<file path="src/rtl/serial_paralelo_align_pkg.sv">
// Shared constants and types for the serial/parallel link: comma symbol, word width, FSM states.
// Latency: none (declarations only).
// Backpressure: none (declarations only).
package serial_paralelo_align_pkg;
  localparam logic [7:0] COMMA_SYM = 8'hBC;
  localparam int         W         = 9;

  typedef enum logic [1:0] {
    SEARCH = 2'd0,
    ALIGN  = 2'd1,
    LOCKED = 2'd2
  } sp_state_t;
endpackage

</file>
<file path="src/rtl/serial_paralelo_align_if.sv">
// Bit-pair input and recovered-word outputs of the receive aligner.
// Latency: none (wiring only).
// Backpressure: none; the aligner pushes words out on a strobe.
// Optional loss_cnt signal exists only when SP_LOSSCNT_EN is defined.
interface serial_paralelo_align_if;
  import serial_paralelo_align_pkg::*;

  logic [1:0]   serial;
  logic [W-1:0] outParalelo;
  logic         word_stb;
  logic         locked;
`ifdef SP_LOSSCNT_EN
  logic [7:0]   loss_cnt;
`endif

  modport master (
    output serial,
    input  outParalelo, word_stb, locked
`ifdef SP_LOSSCNT_EN
    , input loss_cnt
`endif
  );

  modport slave (
    input  serial,
    output outParalelo, word_stb, locked
`ifdef SP_LOSSCNT_EN
    , output loss_cnt
`endif
  );
endinterface

</file>
<file path="src/rtl/serial_paralelo_align_comma_window.sv">
// 8-bit sliding window over the incoming bit pairs plus the comma compare.
// Latency: pair sampled at edge E is in o_sr after E; o_is_comma is combinational on o_sr.
// Backpressure: none; shifts every cycle.
module serial_paralelo_align_comma_window #(
  parameter logic [7:0] COMMA = 8'hBC
) (
  input  logic       i_clk,
  input  logic       i_reset,
  input  logic [1:0] i_serial,
  output logic [7:0] o_sr,
  output logic       o_is_comma
);
  logic [7:0] r_sr;

  // Shift the newest pair into the low end; the oldest pair falls off the top.
  always_ff @(posedge i_clk) begin
    if (i_reset) r_sr <= 8'h00;
    else         r_sr <= {r_sr[5:0], i_serial};
  end

  assign o_sr       = r_sr;
  assign o_is_comma = (r_sr == COMMA);
endmodule

</file>
<file path="src/rtl/serial_paralelo_align.sv">
// Finds the byte boundary of a 2-bit serial stream via idle commas, tracks lock, emits {valid,data} words.
// Latency: last pair of a byte sampled at edge E -> outParalelo/word_stb updated at edge E+1.
// Backpressure: none; one strobe per 4 cycles while locked. Option macro: SP_LOSSCNT_EN (loss_cnt port).
module serial_paralelo_align
  import serial_paralelo_align_pkg::*;
#(
  parameter logic [7:0]  COMMA       = COMMA_SYM,
  parameter int unsigned LOCK_COMMAS = 4,
  parameter int unsigned MAX_RUN     = 64
) (
  input  logic                    clk16f,
  input  logic                    reset,
  serial_paralelo_align_if.slave  bus
);
  localparam int RW = $clog2(MAX_RUN + 1);

  sp_state_t    r_state;
  logic [1:0]   r_ph;
  logic [3:0]   r_ccnt;
  logic [RW-1:0] r_run;
  logic [W-1:0] r_out;
  logic         r_stb;
  logic         r_locked;
`ifdef SP_LOSSCNT_EN
  logic [7:0]   r_loss;
`endif

  logic [7:0] w_sr;
  logic       w_is_comma;
  logic       w_boundary;
  logic [3:0] w_ccnt_inc;
  logic       w_run_over;

  serial_paralelo_align_comma_window #(.COMMA(COMMA)) u_window (
    .i_clk      (clk16f),
    .i_reset    (reset),
    .i_serial   (bus.serial),
    .o_sr       (w_sr),
    .o_is_comma (w_is_comma)
  );

  assign w_boundary = (r_ph == 2'd0);
  assign w_ccnt_inc = r_ccnt + 4'd1;
  // run never exceeds MAX_RUN, so run+1 > MAX_RUN is exactly run == MAX_RUN.
  assign w_run_over = (r_run == RW'(MAX_RUN));

  // Alignment FSM with phase, comma/run counters and registered outputs.
  always_ff @(posedge clk16f) begin
    if (reset) begin
      r_state  <= SEARCH;
      r_ph     <= 2'd0;
      r_ccnt   <= 4'd0;
      r_run    <= '0;
      r_out    <= '0;
      r_stb    <= 1'b0;
      r_locked <= 1'b0;
`ifdef SP_LOSSCNT_EN
      r_loss   <= 8'h00;
`endif
    end else begin
      r_stb <= 1'b0;
      r_ph  <= r_ph + 2'd1;
      case (r_state)
        SEARCH: begin
          // Any pair offset may hold a comma; that cycle becomes the boundary.
          if (w_is_comma) begin
            r_ph   <= 2'd1;
            r_ccnt <= 4'd1;
            if (LOCK_COMMAS == 1) begin
              r_state  <= LOCKED;
              r_locked <= 1'b1;
              r_run    <= '0;
            end else begin
              r_state <= ALIGN;
            end
          end
        end
        ALIGN: begin
          if (w_boundary) begin
            if (w_is_comma) begin
              r_ccnt <= w_ccnt_inc;
              if (w_ccnt_inc == 4'(LOCK_COMMAS)) begin
                r_state  <= LOCKED;
                r_locked <= 1'b1;
                r_run    <= '0;
              end
            end else begin
              r_state <= SEARCH;
              r_ccnt  <= 4'd0;
            end
          end
        end
        LOCKED: begin
          if (w_boundary) begin
            if (w_is_comma) begin
              r_out <= '0;
              r_run <= '0;
              r_stb <= 1'b1;
            end else if (w_run_over) begin
              // Too long without a comma: drop lock, swallow this byte.
              r_state  <= SEARCH;
              r_locked <= 1'b0;
              r_ccnt   <= 4'd0;
`ifdef SP_LOSSCNT_EN
              if (r_loss != 8'hFF) r_loss <= r_loss + 8'd1;
`endif
            end else begin
              r_out <= {1'b1, w_sr};
              r_run <= r_run + RW'(1);
              r_stb <= 1'b1;
            end
          end
        end
        default: r_state <= SEARCH;
      endcase
    end
  end

  assign bus.outParalelo = r_out;
  assign bus.word_stb    = r_stb;
  assign bus.locked      = r_locked;
`ifdef SP_LOSSCNT_EN
  assign bus.loss_cnt    = r_loss;
`endif
endmodule

</file>
<file path="src/flat_wrapper.sv">
// flat-port wrapper written by rule: the top's interface ports become plain ports
module serial_paralelo_align_flat import serial_paralelo_align_pkg::*;
#(
  parameter logic [7:0]  COMMA       = COMMA_SYM,
  parameter int unsigned LOCK_COMMAS = 4,
  parameter int unsigned MAX_RUN     = 64
)
  (clk16f, reset, bus_serial, bus_outParalelo, bus_word_stb, bus_locked);
  serial_paralelo_align_if bus_i ();
  input  logic clk16f;
  input  logic reset;
  input wire logic [$bits(bus_i.serial)-1:0] bus_serial;
  output wire logic [$bits(bus_i.outParalelo)-1:0] bus_outParalelo;
  output wire logic [$bits(bus_i.word_stb)-1:0] bus_word_stb;
  output wire logic [$bits(bus_i.locked)-1:0] bus_locked;
  assign bus_i.serial = bus_serial;
  assign bus_outParalelo = bus_i.outParalelo;
  assign bus_word_stb = bus_i.word_stb;
  assign bus_locked = bus_i.locked;
  serial_paralelo_align #(.COMMA(COMMA), .LOCK_COMMAS(LOCK_COMMAS), .MAX_RUN(MAX_RUN)) u_core (.clk16f(clk16f), .reset(reset), .bus(bus_i));
endmodule
</file>
<file path="config.mk">
export PLATFORM = sky130hd
export DESIGN_NAME = serial_paralelo_align_flat
export DESIGN_NICKNAME = d
export VERILOG_FILES = /design/src/rtl/serial_paralelo_align_pkg.sv /design/src/rtl/serial_paralelo_align_if.sv /design/src/rtl/serial_paralelo_align_comma_window.sv /design/src/rtl/serial_paralelo_align.sv /design/src/flat_wrapper.sv
export SDC_FILE = /design/constraint.sdc
export NUM_CORES = 1
export LEC_CHECK = 0
export ABC_AREA = 1
export CAP_MARGIN = 20
export CORE_MARGIN = 3
export CORE_UTILIZATION = 56
export CTS_BUF_LIST = sky130_fd_sc_hd__clkbuf_8
export CTS_CLUSTER_DIAMETER = 120
export CTS_CLUSTER_SIZE = 24
export DETAILED_ROUTE_END_ITERATION = 8
export GPL_TIMING_DRIVEN = 0
export PLACE_DENSITY = 0.89
export SLEW_MARGIN = 20
export SYNTH_ARGS = -nofsm -noshare
export SYNTH_HDL_FRONTEND = slang
export SYNTH_HIERARCHICAL = 1
export SYNTH_SLANG_ARGS = --single-unit
</file>
<file path="constraint.sdc">
create_clock -name clk16f -period 2.8 [get_ports clk16f]
set_input_delay 0.7 -clock clk16f [delete_from_list [all_inputs] [get_ports clk16f]]
set_output_delay 0.7 -clock clk16f [all_outputs]
set_load 0.01 [all_outputs]
</file>
== Word level (Yosys, flattened, before mapping) ==
Index checks and enable logic that the tools add are counted.

* Bits in registers: 34
* Bits of input ports: 4
* Output and inout bits: 11
* Word-level logic and storage cells: 73

* Add/subtract/negate cells: 3
* Equality and inequality tests: 15
* Muxes and demuxes: 35
* Bitwise operators: 2
* Reduce and logical (&&, ||, !) cells: 10

{| class="wikitable"
|+ Operators with widths
! operator !! count
|-
| 7-bit two-way mux || 6
|-
| 4-bit two-way mux || 6
|-
| 2-bit two-way mux || 9
|-
| 9-bit two-way mux || 2
|-
| 6-bit AND reduction || 3
|-
| 7-bit case mux with 2 select lines || 1
|-
| 4-bit case mux with 3 select lines || 1
|-
| 8-bit == test (second input constant) || 1
|-
| 1-bit two-way mux || 8
|-
| 2-bit by 1-bit inequality test with 1-bit output (second input constant) || 4
|-
| 2-bit inequality test (second input constant) || 4
|-
| 7-bit by 1-bit adder with 7-bit output (second input constant) || 1
|-
| 7-bit == test (second input constant) || 1
|-
| 7-bit AND reduction || 1
|-
| 2-bit case mux with 3 select lines || 1
|-
| 4-bit by 1-bit adder with 4-bit output (second input constant) || 1
|-
| 4-bit by 3-bit == test with 1-bit output (second input constant) || 1
|-
| 2-bit zero test || 2
|-
| 3-bit by 2-bit inequality test with 1-bit output (second input constant) || 1
|-
| 3-bit inequality test (second input constant) || 1
|-
| 3-bit AND reduction || 1
|-
| 3-bit nonzero test || 1
|-
| 3-bit OR reduction || 1
|-
| 2-bit by 1-bit adder with 2-bit output (second input constant) || 1
|-
| 5 further kinds || 6
|}

== Depth between registers and ports, before layout ==
* Word-level depth: 6
* Gate-level depth with buffers: 12
* Depth with buffers taken out: 11

== By module ==
Netlist, hierarchy kept.

{| class="wikitable"
|+ Modules (own cells, without submodules)
! module !! times used !! cells each !! area each (sq um) !! seq. area each (sq um)
|-
| serial_paralelo_align || 1 || 215 || 1481.4 || 520.5
|-
| serial_paralelo_align_comma_window || 1 || 34 || 261.5 || 160.2
|}

== Worst setup path before layout ==
OpenSTA, ideal clock, no wires.

* Kind: register -> register
* Start point: reg u_core.u_window.r_sr[3], in the netlist u_core/u_window/o_sr[3]
* End point: reg u_core.r_ccnt[2]
* Library setup time: 0.128 ns
* Data arrival time: 1.437 ns
* Data required time: 2.672 ns
* Setup slack: 1.235 ns
* Stages on the path, launching flop included: 12
* Buffers on the path: 1
* Clock period less this slack: 1.565 ns
* Cells stage by stage: dfxtp_1 > inv_1 > nor2_1 > nand2_1 > nor2_1 > inv_2 > buf_6 > nand2_1 > and2_1 > nand4_2 > o21ai_1 > nor2_1

* Cells in the longest elaborated chain, start to end: 4
* Elaborated cells between the ends (all ways): 7
* Classes of those cells: eq/ne (3); mux (3); reduce/logical (1)

{| class="wikitable"
|+ Ends and longest elaborated chain
! what !! line !! source
|-
| start, declared || serial_paralelo_align_comma_window.sv:13 || <nowiki>logic [7:0] r_sr;</nowiki>
|-
| start signal, assigned || serial_paralelo_align_comma_window.sv:18 || <nowiki>else r_sr <= {r_sr[5:0], i_serial};</nowiki>
|-
| 8-bit == test (*) || serial_paralelo_align_comma_window.sv:22 || <nowiki>assign o_is_comma = (r_sr == COMMA);</nowiki>
|-
| via u_core.w_is_comma || serial_paralelo_align.sv:29 || <nowiki>logic w_is_comma;</nowiki>
|-
| 4-bit two-way mux || serial_paralelo_align.sv:80 || <nowiki>if (w_is_comma) begin</nowiki>
|-
| 4-bit two-way mux || serial_paralelo_align.sv:79 || <nowiki>if (w_boundary) begin</nowiki>
|-
| 4-bit case mux with 3 select lines || serial_paralelo_align.sv:63 || <nowiki>case (r_state)</nowiki>
|-
| end signal, assigned || serial_paralelo_align.sv:81 || <nowiki>r_ccnt <= w_ccnt_inc;</nowiki>
|-
| end, declared || serial_paralelo_align.sv:19 || <nowiki>logic [3:0] r_ccnt;</nowiki>
|}

Mark *: on every way through the listed nets, which the timed path passes. The rest lies on a longest branch. The select of a mux whose other input is x is not followed.
A chain may end at the register's enable or synchronous reset.

== Worst setup path in the final report ==
* Start point: reg u_core.r_locked, in the netlist u_core/bus.locked
* End point: out bus_locked

{| class="wikitable"
|+ RTL lines
! what !! line !! source
|-
| start, declared || serial_paralelo_align.sv:23 || <nowiki>logic r_locked;</nowiki>
|-
| start signal, assigned || serial_paralelo_align.sv:56 || <nowiki>r_locked <= 1'b0;</nowiki>
|-
| start signal, assigned || serial_paralelo_align.sv:71 || <nowiki>r_locked <= 1'b1;</nowiki>
|-
| start signal, assigned || serial_paralelo_align.sv:84 || <nowiki>r_locked <= 1'b1;</nowiki>
|-
| end, declared || flat_wrapper.sv:15 || <nowiki>output wire logic [$bits(bus_i.locked)-1:0] bus_locked;</nowiki>
|}

No word-level cell between the ends.

==> flow_summary_export.csv <==
group,metric,value,unit
status,status,"complete, no violations",
worst_setup_path,crit_arrival,1.17,ns
hold_path,holdCritPathClass,"reg2reg",
die,io-pin-count,15,
synth,ys_seq_elements,34,
worst_setup_path,critical_path.cell_chain,"clkdlybuf4s50_1",
synth,synth_top_area_frac,0.391,
die,die_w,61.8,µm
layout,area_growth,14.2,%
hold_path,holdPathStages,1,
pwr,comb_power_share,0.371,
worst_setup_path,cp_slowest_stage_delay,0.54,ns
routing,wl_per_cell,12.0,µm
sta,fin_skew,0.00392,ns
placement,gp_congestion,0.873,
worst_setup_path,r2r_start,"u_core/u_window/o_sr[2]",
grt,grt_max_degree,11,
grt,grt_pass1_vias,1327,
grt,grt_pass1_wl,5800,µm
sta,worst_pin_slew,0.481,ns
sta,timing.fmax,0.534,GHz
layout,fin_nets,282,
synth,avgSynthCellArea,7.00,µm²
synth,synth-edff-count,0,
clocking,cts.clk_slew.worst_paths,0.06,ns
worst_setup_path,cpMaxStageDelayCell,"clkdlybuf4s50_1",
sta,rsz0062_at_grt,"no",
worst_setup_path,reg2reg_depth,11,
pwr,netSwitchingFraction,0.381,
routing,via_count,1600,
routing,first_pass_iters,4,
worst_setup_path,crit_family,"buffers and inverters",
worst_setup_path,r2r_slack,0.97,ns
clocking,cts-root-to-sink-buffers,2,
die,initial_core_util,0.611,
synth,synth_flop_cell,"dfxtp_1",
clocking,postCtsSetupBuffers,0,
pwr,clockPowerShare,0.221,
layout,final_util,0.698,
grt,track_usage,0.204,
worst_setup_path,start_kind,"flop",
worst_setup_path,crit_buf_inv,1,
worst_setup_path,endpoint_kind,"output port",
worst_setup_path,cp.required,2.10,ns
pwr,power_switching,0.578,mW
sta,slew_headroom,0.679,
routing,wl,3600,µm
layout,antennaDiodeCount,0,
clocking,ctsHtreeMaxLevel,2,
synth,syn_inst,249,
routing,drt_iter0_drc,138,
hold_path,hp-start,"u_core/r_ph[0]",
worst_setup_path,worst-setup-path-type,"reg2out",
clocking,cts_resized,0,
grt,antenna_found_initial,0,
synth,synth_seq_area_share,0.391,
grt,grt-ovfl-total,0,
synth,synth.top_cells.by_count,"nand2_1 (55), inv_1 (35), dfxtp_1 (34), nor2_1 (30), a21oi_1 (23)",
sta,setup_tns,0,ns
placement,dp.cells,293,
die,rows,19,
pwr,seqPwrFrac,0.408,
layout,stdcell_count,300,
clocking,cts_tree,"done",
placement,dp_hpwl,2540,µm
routing,via_per_inst,5.33,
clocking,postCtsHoldBufs,0,
job,maxCapViolations,0,
clocking,cts_sinks,34,
sta,finalHoldViolations,0,
clocking,cts-root-buf,"clkbuf_8",
pwr,power.internal,0.938,mW
sta,period_share,0.669,
synth,yosysWarnings,6,
synth,yosysUniqueCellTypes,25,
sta,setup_viol,0,
synth,syn_nets,262,
synth,synth_area,1740,µm²
sta,finalMaxSlewViolations,0,
pwr,fin_total_pwr,1.52,mW
synth,yosys.area.top_type,"dfxtp_1",
pwr,leakage,0.889,nW
worst_setup_path,reg2reg_to,"u_core/r_ccnt[2]",
worst_setup_path,path_max_fanout,2,
clocking,clk_latency,0.29,ns
die,die_area,3820,µm²
die,core-area,2850,µm²
pwr,power.density,762,nW/µm²
synth,synth.most_common_cell,"nand2_1",
hold_path,whs_endpoint,"u_core/r_ph[0]",
die,die_h,61.8,µm
synth,yosys-top-cells-area,"dfxtp_1 (39%), nand2_1 (12%), inv_1 (7.5%)",
synth,async_flop_share,0,
routing,drcViolationCount,0,
clocking,numCtsBuffers,5,
placement,portBuffers,13,
sta,hold-worst-slack,0.440,ns
layout,drive_gt1_frac,0.100,
sta,finalCriticalPeriod,1.87,ns
pwr,ir_drop,0.000500,V
routing,ant_nets,0,
metal layers:
layer	track usage	routed length [µm]
met5	0	0
met4	0.0970	70
met3	0.0517	143
met2	0.318	1680
met1	0.263	1710
placed cells by master (no fill, tap or decap), drive strengths merged:
| cell | netlist | routed |
|---|---|---|
| nand2 | 59 | 59 |
| inv | 37 | 37 |
| nor2 | 35 | 35 |
| dfxtp | 34 | 34 |
| a21oi | 23 | 23 |
| nand3 | 21 | 21 |
| clkdlybuf4s50 | 0 | 13 |
| nand4 | 12 | 12 |
| ha | 9 | 9 |
| clkbuf | 2 | 7 |
| buf | 7 | 7 |
| o21ai | 5 | 5 |
| clkinv | 1 | 3 |
| xor2 | 2 | 2 |
| and2 | 1 | 1 |
| o22ai | 1 | 1 |
final cells by class:
| cell class | count | area, µm² |
|---|---|---|
| Buffer | 9 | 62.6 |
| Clock buffer | 5 | 68.8 |
| Clock inverter | 2 | 10.0 |
| Fill cell | 230 | 862 |
| Inverter | 38 | 143 |
| Multi-Input combinational cell | 168 | 857 |
| Sequential cell | 34 | 681 |
| Tap cell | 31 | 38.8 |
| Timing Repair Buffer | 13 | 130 |
kinds of logic (layout without fill, tap and decap cells):
family	Yosys count	count (layout)	synth area share
flip-flops	34	34	0.391
buffers and inverters	47	67	0.118
adder cells (fa/ha/maj)	9	9	0.0646
XOR/XNOR	2	2	0.0101
AND/OR/NAND/NOR	128	128	0.329
AO/OA/AOI/OAI	29	29	0.0883
metrics by stage:
stage	setup slack, ns	cell area, µm²
after global placement	1.03	1910
after CTS	0.925	1990
after detailed placement	0.998	1910
final	0.928	1990
after floorplan	1.23	1740
after global routing	0.760	1990
worst max path at each step:
stage / startpoint / slack, ns / end / cells after the start
CTS: u_core/bus.locked / 0.93 / bus_locked / 1
detailed placement: u_core/u_window/o_sr[2] / 1.0 / u_core/r_ccnt[2] / 11
finish: u_core/bus.locked / 0.93 / bus_locked / 1
floorplan: u_core/u_window/o_sr[3] / 1.23 / u_core/r_ccnt[2] / 11
global route: u_core/u_window/o_sr[4] / 0.76 / u_core/r_ccnt[1] / 11
global placement: u_core/u_window/o_sr[2] / 1.03 / u_core/r_ccnt[2] / 11
power groups by stage:
stage | Clock [mW] | Sequential [mW] | Combinational, mW
floorplan | 0 | 0.616 | 0.441
global placement | 0 | 0.624 | 0.538
detailed placement | 0 | 0.627 | 0.556
CTS | 0.338 | 0.617 | 0.561
global route | 0.357 | 0.628 | 0.636
finish | 0.335 | 0.619 | 0.563
flip-flops by register name (all words and copies together) (netlist names):
signal,flops
u_core/bus.locked,1
u_core/bus.outParalelo,9
u_core/bus.word_stb,1
u_core/r_ccnt,4
u_core/r_ph,2
u_core/r_run,7
u_core/r_state,2
u_core/u_window/o_sr,8
Note: power is estimated with default switching activity, not from simulation.
